### src/rtl/cp0_ext.sv
// Coprocessor-0 for the multi-cycle MIPS core: SR, Cause, EPC, PRId and the interrupt request.
// Optional Count/Compare timer is built when CP0_TIMER_EN is defined.
module cp0_ext #(
   parameter int          N_HWINT  = 6,
   parameter logic [31:0] PRID_VAL = 32'h2307_1003,
   parameter logic [5:0]  IM_RST   = 6'b000001
) (
   input  logic               clk,
   input  logic               rst,
   input  logic [29:0]        pc,
   input  logic [31:0]        din,
   input  logic [N_HWINT-1:0] hwint,
   input  logic [4:0]         sel,
   input  logic               wen,
   input  logic               exl_set,
   input  logic               exl_clr,
   input  logic [4:0]         exc_code,
   output logic               int_req,
   output logic [29:0]        epc,
   output logic [31:0]        dout
);

   logic [N_HWINT-1:0] im_q, im_d;
   logic [N_HWINT-1:0] ip_q, ip_d;
   logic               exl_q, exl_d;
   logic               ie_q, ie_d;
   logic [29:0]        epc_q, epc_d;
   logic [4:0]         exc_q, exc_d;
   logic               sr_wr_s, epc_wr_s;
   logic [31:0]        sr_s, cause_s;
   logic               ti_s;

`ifdef CP0_TIMER_EN
   logic [31:0]        count_q, count_d;
   logic [31:0]        compare_q, compare_d;
   logic               ti_q, ti_d;
   logic               count_wr_s, cmp_wr_s;
`endif

   assign sr_wr_s  = wen && (sel == 5'd12);
   assign epc_wr_s = wen && (sel == 5'd14);

   // Next-state: exl_set beats both an SR/EPC write and exl_clr; exl_clr is applied after an SR write.
   always_comb begin
      im_d  = sr_wr_s ? din[10 +: N_HWINT] : im_q;
      exl_d = exl_set | (~exl_clr & (sr_wr_s ? din[1] : exl_q));
      ie_d  = exl_clr | (sr_wr_s ? din[0] : ie_q);
      epc_d = exl_set ? pc : (epc_wr_s ? din[31:2] : epc_q);
      exc_d = exl_set ? exc_code : exc_q;
      ip_d  = hwint;
`ifdef CP0_TIMER_EN
      ip_d[N_HWINT-1] = hwint[N_HWINT-1] | ti_q;
`endif
   end

`ifdef CP0_TIMER_EN
   assign count_wr_s = wen && (sel == 5'd9);
   assign cmp_wr_s   = wen && (sel == 5'd11);

   // Timer next-state: a match on the same edge as a Compare write still leaves TI set.
   always_comb begin
      count_d   = count_wr_s ? din : (count_q + 32'd1);
      compare_d = cmp_wr_s ? din : compare_q;
      ti_d      = ((count_q == compare_q) && (compare_q != 32'd0)) | (ti_q & ~cmp_wr_s);
   end

   // Timer state registers.
   always_ff @(posedge clk) begin
      if (rst) begin
         count_q   <= 32'd0;
         compare_q <= 32'd0;
         ti_q      <= 1'b0;
      end else begin
         count_q   <= count_d;
         compare_q <= compare_d;
         ti_q      <= ti_d;
      end
   end

   assign ti_s = ti_q;
`else
   assign ti_s = 1'b0;
`endif

   // Architectural CP0 state registers.
   always_ff @(posedge clk) begin
      if (rst) begin
         im_q  <= IM_RST[N_HWINT-1:0];
         ip_q  <= {N_HWINT{1'b0}};
         exl_q <= 1'b0;
         ie_q  <= 1'b1;
         epc_q <= 30'd0;
         exc_q <= 5'd0;
      end else begin
         im_q  <= im_d;
         ip_q  <= ip_d;
         exl_q <= exl_d;
         ie_q  <= ie_d;
         epc_q <= epc_d;
         exc_q <= exc_d;
      end
   end

   assign int_req = (|(ip_q & im_q)) & ie_q & ~exl_q;
   assign epc     = epc_q;

   // Assemble SR and Cause images for MFC0.
   always_comb begin
      sr_s                    = 32'd0;
      sr_s[10 +: N_HWINT]     = im_q;
      sr_s[1]                 = exl_q;
      sr_s[0]                 = ie_q;
      cause_s                 = 32'd0;
      cause_s[10 +: N_HWINT]  = ip_q;
      cause_s[6:2]            = exc_q;
      cause_s[30]             = ti_s;
   end

   // MFC0 read mux; shows pre-edge contents.
   always_comb begin
      case (sel)
         5'd12:   dout = sr_s;
         5'd13:   dout = cause_s;
         5'd14:   dout = {epc_q, 2'b00};
         5'd15:   dout = PRID_VAL;
`ifdef CP0_TIMER_EN
         5'd9:    dout = count_q;
         5'd11:   dout = compare_q;
`endif
         default: dout = 32'd0;
      endcase
   end

endmodule

### config.mk
export PLATFORM = sky130hd
export DESIGN_NAME = cp0_ext
export DESIGN_NICKNAME = d
export VERILOG_FILES = /design/src/rtl/cp0_ext.sv
export SDC_FILE = /design/constraint.sdc
export NUM_CORES = 1
export LEC_CHECK = 0
export CAP_MARGIN = 25
export CORE_MARGIN = 2
export CORE_UTILIZATION = 35
export CTS_CLUSTER_DIAMETER = 100
export DETAILED_ROUTE_END_ITERATION = 10
export GPL_ROUTABILITY_DRIVEN = 1
export PLACE_DENSITY = 0.77
export SETUP_SLACK_MARGIN = 0.1
export SYNTH_ARGS = -nofsm -noshare
export SYNTH_HDL_FRONTEND = slang
export SYNTH_SLANG_ARGS = --single-unit
### constraint.sdc
create_clock -name clk -period 1.1 [get_ports clk]
set_input_delay 0.11 -clock clk [delete_from_list [all_inputs] [get_ports clk]]
set_output_delay 0.11 -clock clk [all_outputs]
set_load 0.05 [all_outputs]
## Word-level counts from Yosys, hierarchy flattened

Index checks and enable logic that the tools add are counted.

| storage, ports and cells | value |
|---|---|
| flip-flop bits (word level) | 49 |
| output and inout bits | 63 |
| word-level logic and storage cells | 27 |

| cells by class | value |
|---|---|
| eq/ne operators | 4 |
| muxes and demuxes | 5 |
| bitwise gates (word level) | 8 |
| reduce and logical (&&, ||, !) cells | 4 |

Operator list:

| cell | count |
|---|---|
| $pmux W32 S4 | 1 |
| $mux W30 | 2 |
| $eq A5 B4 Y1 const B | 4 |
| $and A6 B6 Y6 | 1 |
| $reduce_or A6 Y1 | 1 |
| $and A1 B1 Y1 | 3 |
| $logic_and A1 B1 Y1 | 2 |
| $mux W1 | 2 |
| $not A1 Y1 | 2 |
| $or A1 B1 Y1 | 2 |
| $reduce_bool A2 Y1 | 1 |

## Longest topological paths before layout

Gate-level depths: netlist of run 1.

| logic depth | value |
|---|---|
| depth after elaboration | 5 |
| depth in mapped cells | 5 |
| gate-level depth less buffers | 3 |

## Worst setup path after synthesis of run 1

No wires, ideal clock.

| timing path | value |
|---|---|
| path kind | flip-flop to output port |
| start point | register im_q[0] |
| end point | output port int_req |
| arrival | 1718 ps |
| slack | -728 ps |
| cell stages (with the launch flop) | 3 |
| buffers on the path | 0 |
| cell sequence | dfxtp_1 a22oi_1 a311oi_1 |

| between the ends | value |
|---|---|
| cells in the longest elaborated chain, start to end | 4 |

Ends and longest elaborated chain:

| item | RTL line | RTL |
|---|---|---|
| from (decl) | 23 | `logic [N_HWINT-1:0] im_q, im_d;` |
| from (signal assigned) | 88 | `im_q <= IM_RST[N_HWINT-1:0];` |
| from (signal assigned) | 95 | `im_q <= im_d;` |
| $and A6 B6 Y6 | 104 | `assign int_req = (\|(ip_q & im_q)) & ie_q & ~exl_q;` |
| $reduce_or A6 Y1 | 104 |  |
| $and A1 B1 Y1 (2 in series) | 104 |  |
| to (decl) | 18 | `output logic int_req,` |

No other way between the ends.

## Worst setup path after layout of run 1

| timing path | value |
|---|---|
| start point | register im_q[4] |
| end point | output port dout[14] |

| between the ends | value |
|---|---|
| cells in the longest elaborated chain, start to end | 1 |

Ends and longest elaborated chain:

| item | RTL line | RTL |
|---|---|---|
| $pmux W32 S4 | 121 | `case (sel)` |
| to (decl) | 20 | `output logic [31:0] dout` |

No other way between the ends.

==> metrics.txt, run 1 <==
status finished, violations left; failing checks negative setup slack; clock sinks 49; critical-path cell list and3_4 > a221o_2 > buf_12; CTS tree built; initial drt markers 179; GRT Overall Usage 31.5%; max-slew violation count 0; initial antenna violation count 1; CTS Buf Count 5; Seq/Total Area, Yosys 37.1%; Synth area leader dfxtp_1; Die Wd 90.9 um; Synth Flop Type dfxtp_1; Cell variety after synth 34; Routed Antenna Nets 0; synth-to-layout area growth 147%; PD cells 813 nW/um^2; CORE AREA 7290 um^2; max cap viols 0; Total Nets Final 562; RSZ-0062 raised after global routing true; design area 6530 um^2; Residual DRC 0; placed cell area 5410 um^2; final setup TNS -5.18 ns; Rows 31; # IOs 146; 1st-pass router iterations 5; Crit-path slowest cell dfxtp_2; Least-Margin Pin Slew 0.367 ns; die height 90.9 um; Vias 3519; asr flop ratio synth 0%; clock-pin slew of the registers on the worst-case setup and hold paths 0.11 ns; port bufs 145; EDFF count, synth 0; share of layout cells above drive strength 1 61.5%; CTS root buf clkbuf_8; Max-Slew Margin vs Limit 75.3%; RD Place Congestion 0.870; Setup CP Type reg2out; worst vdd ir 0.599 mV; Worst EP required 0.99 ns; Crit Path Max Fanout 3; first-pass GRT wire length 20.5 mm; vias in the first global route 3764; gr busiest metal met2; Fmax 0.690 GHz; Worst Path Arrival 1.34 ns; endpoints failing hold 0; Vias/cell 6.07; Mapped Area 2640 um^2; number of H-tree levels 2; die footprint 8260 um^2; Syn Nets 384; largest net degree at the start of global routing 50; # setup viols final 38; hold-fix buffers at CTS 0; #FFs+latches synth 49; Clock Path Buffers 2; met1 usage 35.9%; GR Layer Usage met2 55.7%; yosys warns 0; Syn Inst Count 301; startpoint types flip-flop; top cell type's share of synthesized area 37.1%; initial cell density of the core 36.2%; Syn Area/Cell 8.78 um^2; Final Cycle Share 132%; Post-DP HPWL 7.84 mm; pre-CTS setup slack -0.731 ns; met3 Use GR 5.84%; clk_lat worst skew 0.32 ns; WL/cell 26.1 um; final worst slack -0.349 ns; Clock Skew 0 ns; Hold Path Class in2reg; top post-synthesis cells by area dfxtp_1 37%, a221oi_2 11%, a31oi_1 7.3%; Overflow after GRT 0; Detailed Route WL 15.1 mm; post-route minimum period 1.45 ns; WHS 0.267 ns; Slowest Stage Delay on Critical Path 0.35 ns; Critical Path End Type output port; Pleak 2.48 nW; utilization after layout 89.5%
where the power goes:
group | total, mW | internal [mW] | switching [mW]
Clock | 1.19 | 0.466 | 0.721
Combinational | 2.09 | 1.07 | 1.02
Sequential | 2.03 | 1.89 | 0.140
area by class of cell:
class                      count  area (um^2)
antenna                        1         2.50
sequential                    49         1040
timing repair buffer         204         2970
tap                           99          124
clock inverter                 3         25.0
inverter                      32          120
clock buffer                   5         68.8
fill                         287          763
multi-input combinational    187         2170
metrics by stage:
| stage | instances | total power [mW] |
|---|---|---|
| CTS | 572 | 5.07 |
| finish | 580 | 5.31 |
| global route | 580 | 5.46 |
| floorplan | 301 | 2.79 |
| detailed placement | 543 | 3.73 |
| global placement | 543 | 3.70 |
logic make-up (layout without fill, tap and decap cells):
group / Yosys count / count (layout) / share of synthesized area (%)
mux: 5 / 5 / 1.89
flops: 49 / 49 / 37.1
simple gates: 54 / 54 / 11.8
buf+inv: 65 / 244 / 11.3
other cells: 0 / 1 / 0
compound gates: 128 / 128 / 37.9
flip-flops by register name (all words and copies together) (netlist names):
signal  flops
ip_q        6
exc_q       5
ie_q        1
epc        30
exl_q       1
im_q        6
final timing paths:
kind,cells past startpoint,to,slack [ns],startpoint
worst max-delay path,3,dout[14],-0.35,im_q[4]
worst min-delay path,3,ip_q[5],0.27,rst
worst max register to register,2,epc[27],0.12,epc[27]
worst min register to register,2,im_q[4],0.53,im_q[4]
worst max-delay path, delay by kind of cell (launching register included):
kind,cells,cell delay [ns]
simple gates,1,0.16
compound gates,1,0.34
buf+inv,1,0.16
flops,1,0.35
layer usage:
layer | vias up | part of all wire [%]
li1 | 1503 | -
met1 | 1711 | 36
met2 | 237 | 52
met3 | 68 | 7.2
met4 | 0 | 5.3
met5 | - | 0
what timing repair did:
item,in CTS,in global routing
setup buffers,13,11
resized for setup,98,66
pin swaps,41,48
setup endpoints to repair,74,63
gates cloned,8,0
cells in the final DEF (no fill, tap or decap), drive strengths merged, types with 3 or more instances in the layout:
cell,count
a31oi,31
a221o,6
o21ai,38
nor3,3
nor2,10
dfxtp,49
a221oi,31
clkbuf,5
nand3,9
a21oi,5
inv,34
a22oi,3
mux2i,5
nor2b,7
buf,129
and3,18
clkdlybuf4s50,74
a21o,8
a22o,5
synthesized netlist by cell type, types with 6 or more instances:
library cell,n
a21o_1,8
a221o_1,6
a221oi_1,11
a221oi_2,20
a31oi_1,31
and3_1,18
buf_2,9
clkbuf_1,14
dfxtp_1,49
inv_1,32
nand3_1,9
nor2_1,9
nor2b_1,7
o21ai_0,36
Power figures use the tool's default switching activity.
==> inputs of run 2 (changes only) <==
--- a/config.mk
+++ b/config.mk
@@ -6,7 +6,7 @@
 export NUM_CORES = 1
 export LEC_CHECK = 0
 export CAP_MARGIN = 25
-export CORE_MARGIN = 2
+export CORE_MARGIN = 5
 export CORE_UTILIZATION = 35
 export CTS_CLUSTER_DIAMETER = 100
 export DETAILED_ROUTE_END_ITERATION = 10
==> metrics.txt, run 2 (synthesized netlist as in run 1, its figures left out) <==
Detailed Route WL 16.5 mm; Hold Path Class in2reg; Worst EP required 0.99 ns; 1st-pass router iterations 5; Finished Layout Cells 583; Slowest Stage Delay on Critical Path 0.36 ns; number of H-tree levels 2; Fill cells 251; Setup CP Type reg2out; CTS Buf Count 5; clock-pin slew of the registers on the worst-case setup and hold paths 0.10 ns; Crit-path slowest cell dfxtp_2; Critical Path End Type output port; final setup TNS -11.76 ns; initial antenna violation count 2; Clock Skew 0 ns; critical-path cell list and3_4 > a221o_2 > buf_12; hold-fix buffers at CTS 0; Routed Antenna Nets 0; Total Power 5.29 mW; PD cells 801 nW/um^2; Final Cycle Share 135%; WL/cell 28.3 um; largest net degree at the start of global routing 39; wire length on met1 6.02 mm; Post-DP HPWL 8.40 mm; Total Nets Final 564; Overflow after GRT 0; worst vdd ir 0.490 mV; share of layout cells above drive strength 1 63.1%; port bufs 145; first-pass GRT wire length 22.1 mm; status finished, violations left; commonest non-fill, non-tap cells in the layout 83 x buf_12, 74 x clkdlybuf4s50_1, 34 x dfxtp_2, 33 x o21ai_0, 32 x inv_1; met2 wire length 8.34 mm; max cap viols 0; Least-Margin Pin Slew 0.549 ns; startpoint types flip-flop; placed cell area 5450 um^2; CORE AREA 7290 um^2; Vias 3607; # setup viols final 71; RSZ-0062 raised after global routing true; clk_lat worst skew 0.31 ns; Max-Slew Margin vs Limit 63.0%; RD Place Congestion 0.877; # IOs 146; GRT Overall Usage 29.4%; Fmax 0.674 GHz; Pleak 2.47 nW; Worst Path Arrival 1.37 ns; Vias/cell 6.19; Clock Path Buffers 2; design area 6610 um^2; Multi-input gate area 2250 um^2; final worst slack -0.383 ns; Die Wd 96.9 um; synth-to-layout area growth 150%; Crit Path Max Fanout 3; most common cell after layout, fill and taps aside buf_12; dpl cells 543; max-slew violation count 0; Reg area 1050 um^2; Residual DRC 0; initial cell density of the core 36.2%; max reg flops 30; CTS tree built; clock sinks 49; die footprint 9390 um^2; die height 96.9 um; Rows 31; post-route minimum period 1.48 ns; endpoints failing hold 0; DR top layer met4; initial drt markers 297; DR WL met3 1.02 mm; vias in the first global route 3815; failing checks negative setup slack; CTS root buf clkbuf_8
==> run 2: cell count changes in the layout (fill, tap and decap cells not counted), moves of 2 or more <==
cell | previous run | this run
dfxtp_1 | 7 | 9
dfxtp_2 | 38 | 34
dfxtp_4 | 4 | 6
buf_12 | 80 | 83
clkinvlp_4 | 1 | 3
a21oi_1 | 2 | 0
a21oi_2 | 3 | 5
buf_16 | 7 | 4
inv_6 | 2 | 0
nand3_4 | 1 | 4
nand3_2 | 2 | 5
nand3_1 | 6 | 0
buf_6 | 20 | 22
==> run 2: final timing paths <==
check | start | endpoint | slack, ns | cells after the start
min reg2reg | im_q[1] | im_q[1] | 0.54 | 2
max reg2reg | exl_q | exl_q | -0.04 | 2
max | im_q[5] | dout[15] | -0.38 | 3
min | rst | im_q[4] | 0.20 | 3
==> run 2: worst max-delay path: cells and delay by family (launching register included) <==
kind | cells | cell delay [ns]
and+or+nand+nor | 1 | 0.19
buffers and inverters | 1 | 0.16
AOI/OAI and AO/OA | 1 | 0.34
DFF | 1 | 0.36
==> run 2: final cells by class <==
cell class | instances | area share (%)
clock inverter | 3 | 0.341
inverter | 32 | 1.82
antenna | 2 | 0.0757
sequential | 49 | 15.8
timing repair buffer | 206 | 44.9
clock buffer | 5 | 1.04
multi-input combinational | 187 | 34.1
tap | 99 | 1.87
==> run 2: metal layers <==
metal / vias up / GRT usage, %
met3: 80 / 7.19
met1: 1790 / 33.6
met5: - / 0
met2: 233 / 50.1
met4: 0 / 16.0
li1: 1504 / -
==> run 2: per-stage QoR <==
stage / hold WS, ns / worst slack, ns / utilization [%]
floorplan: 0.212 / -0.0575 / -
global placement: 0.480 / -0.661 / 74.8
detailed placement: 0.487 / -0.708 / 74.8
CTS: 0.199 / -0.333 / 86.4
global route: 0.201 / -0.394 / 90.6
finish: 0.204 / -0.383 / 90.6
==> run 2: report_power, final <==
| part | leakage (nW) | internal (mW) | switching [mW] |
|---|---|---|---|
| Sequential | 0.418 | 1.89 | 0.144 |
| Clock | 0.0364 | 0.448 | 0.707 |
| Combinational | 2.02 | 1.05 | 1.05 |
==> run 2: what timing repair did <==
item / 4_1_cts / 5_1_grt
gates resized for setup: 110 / 59
pin swaps: 61 / 40
cloned: 8 / 0
endpoints found under the setup margin: 74 / 79
buffers inserted: 23 / 6
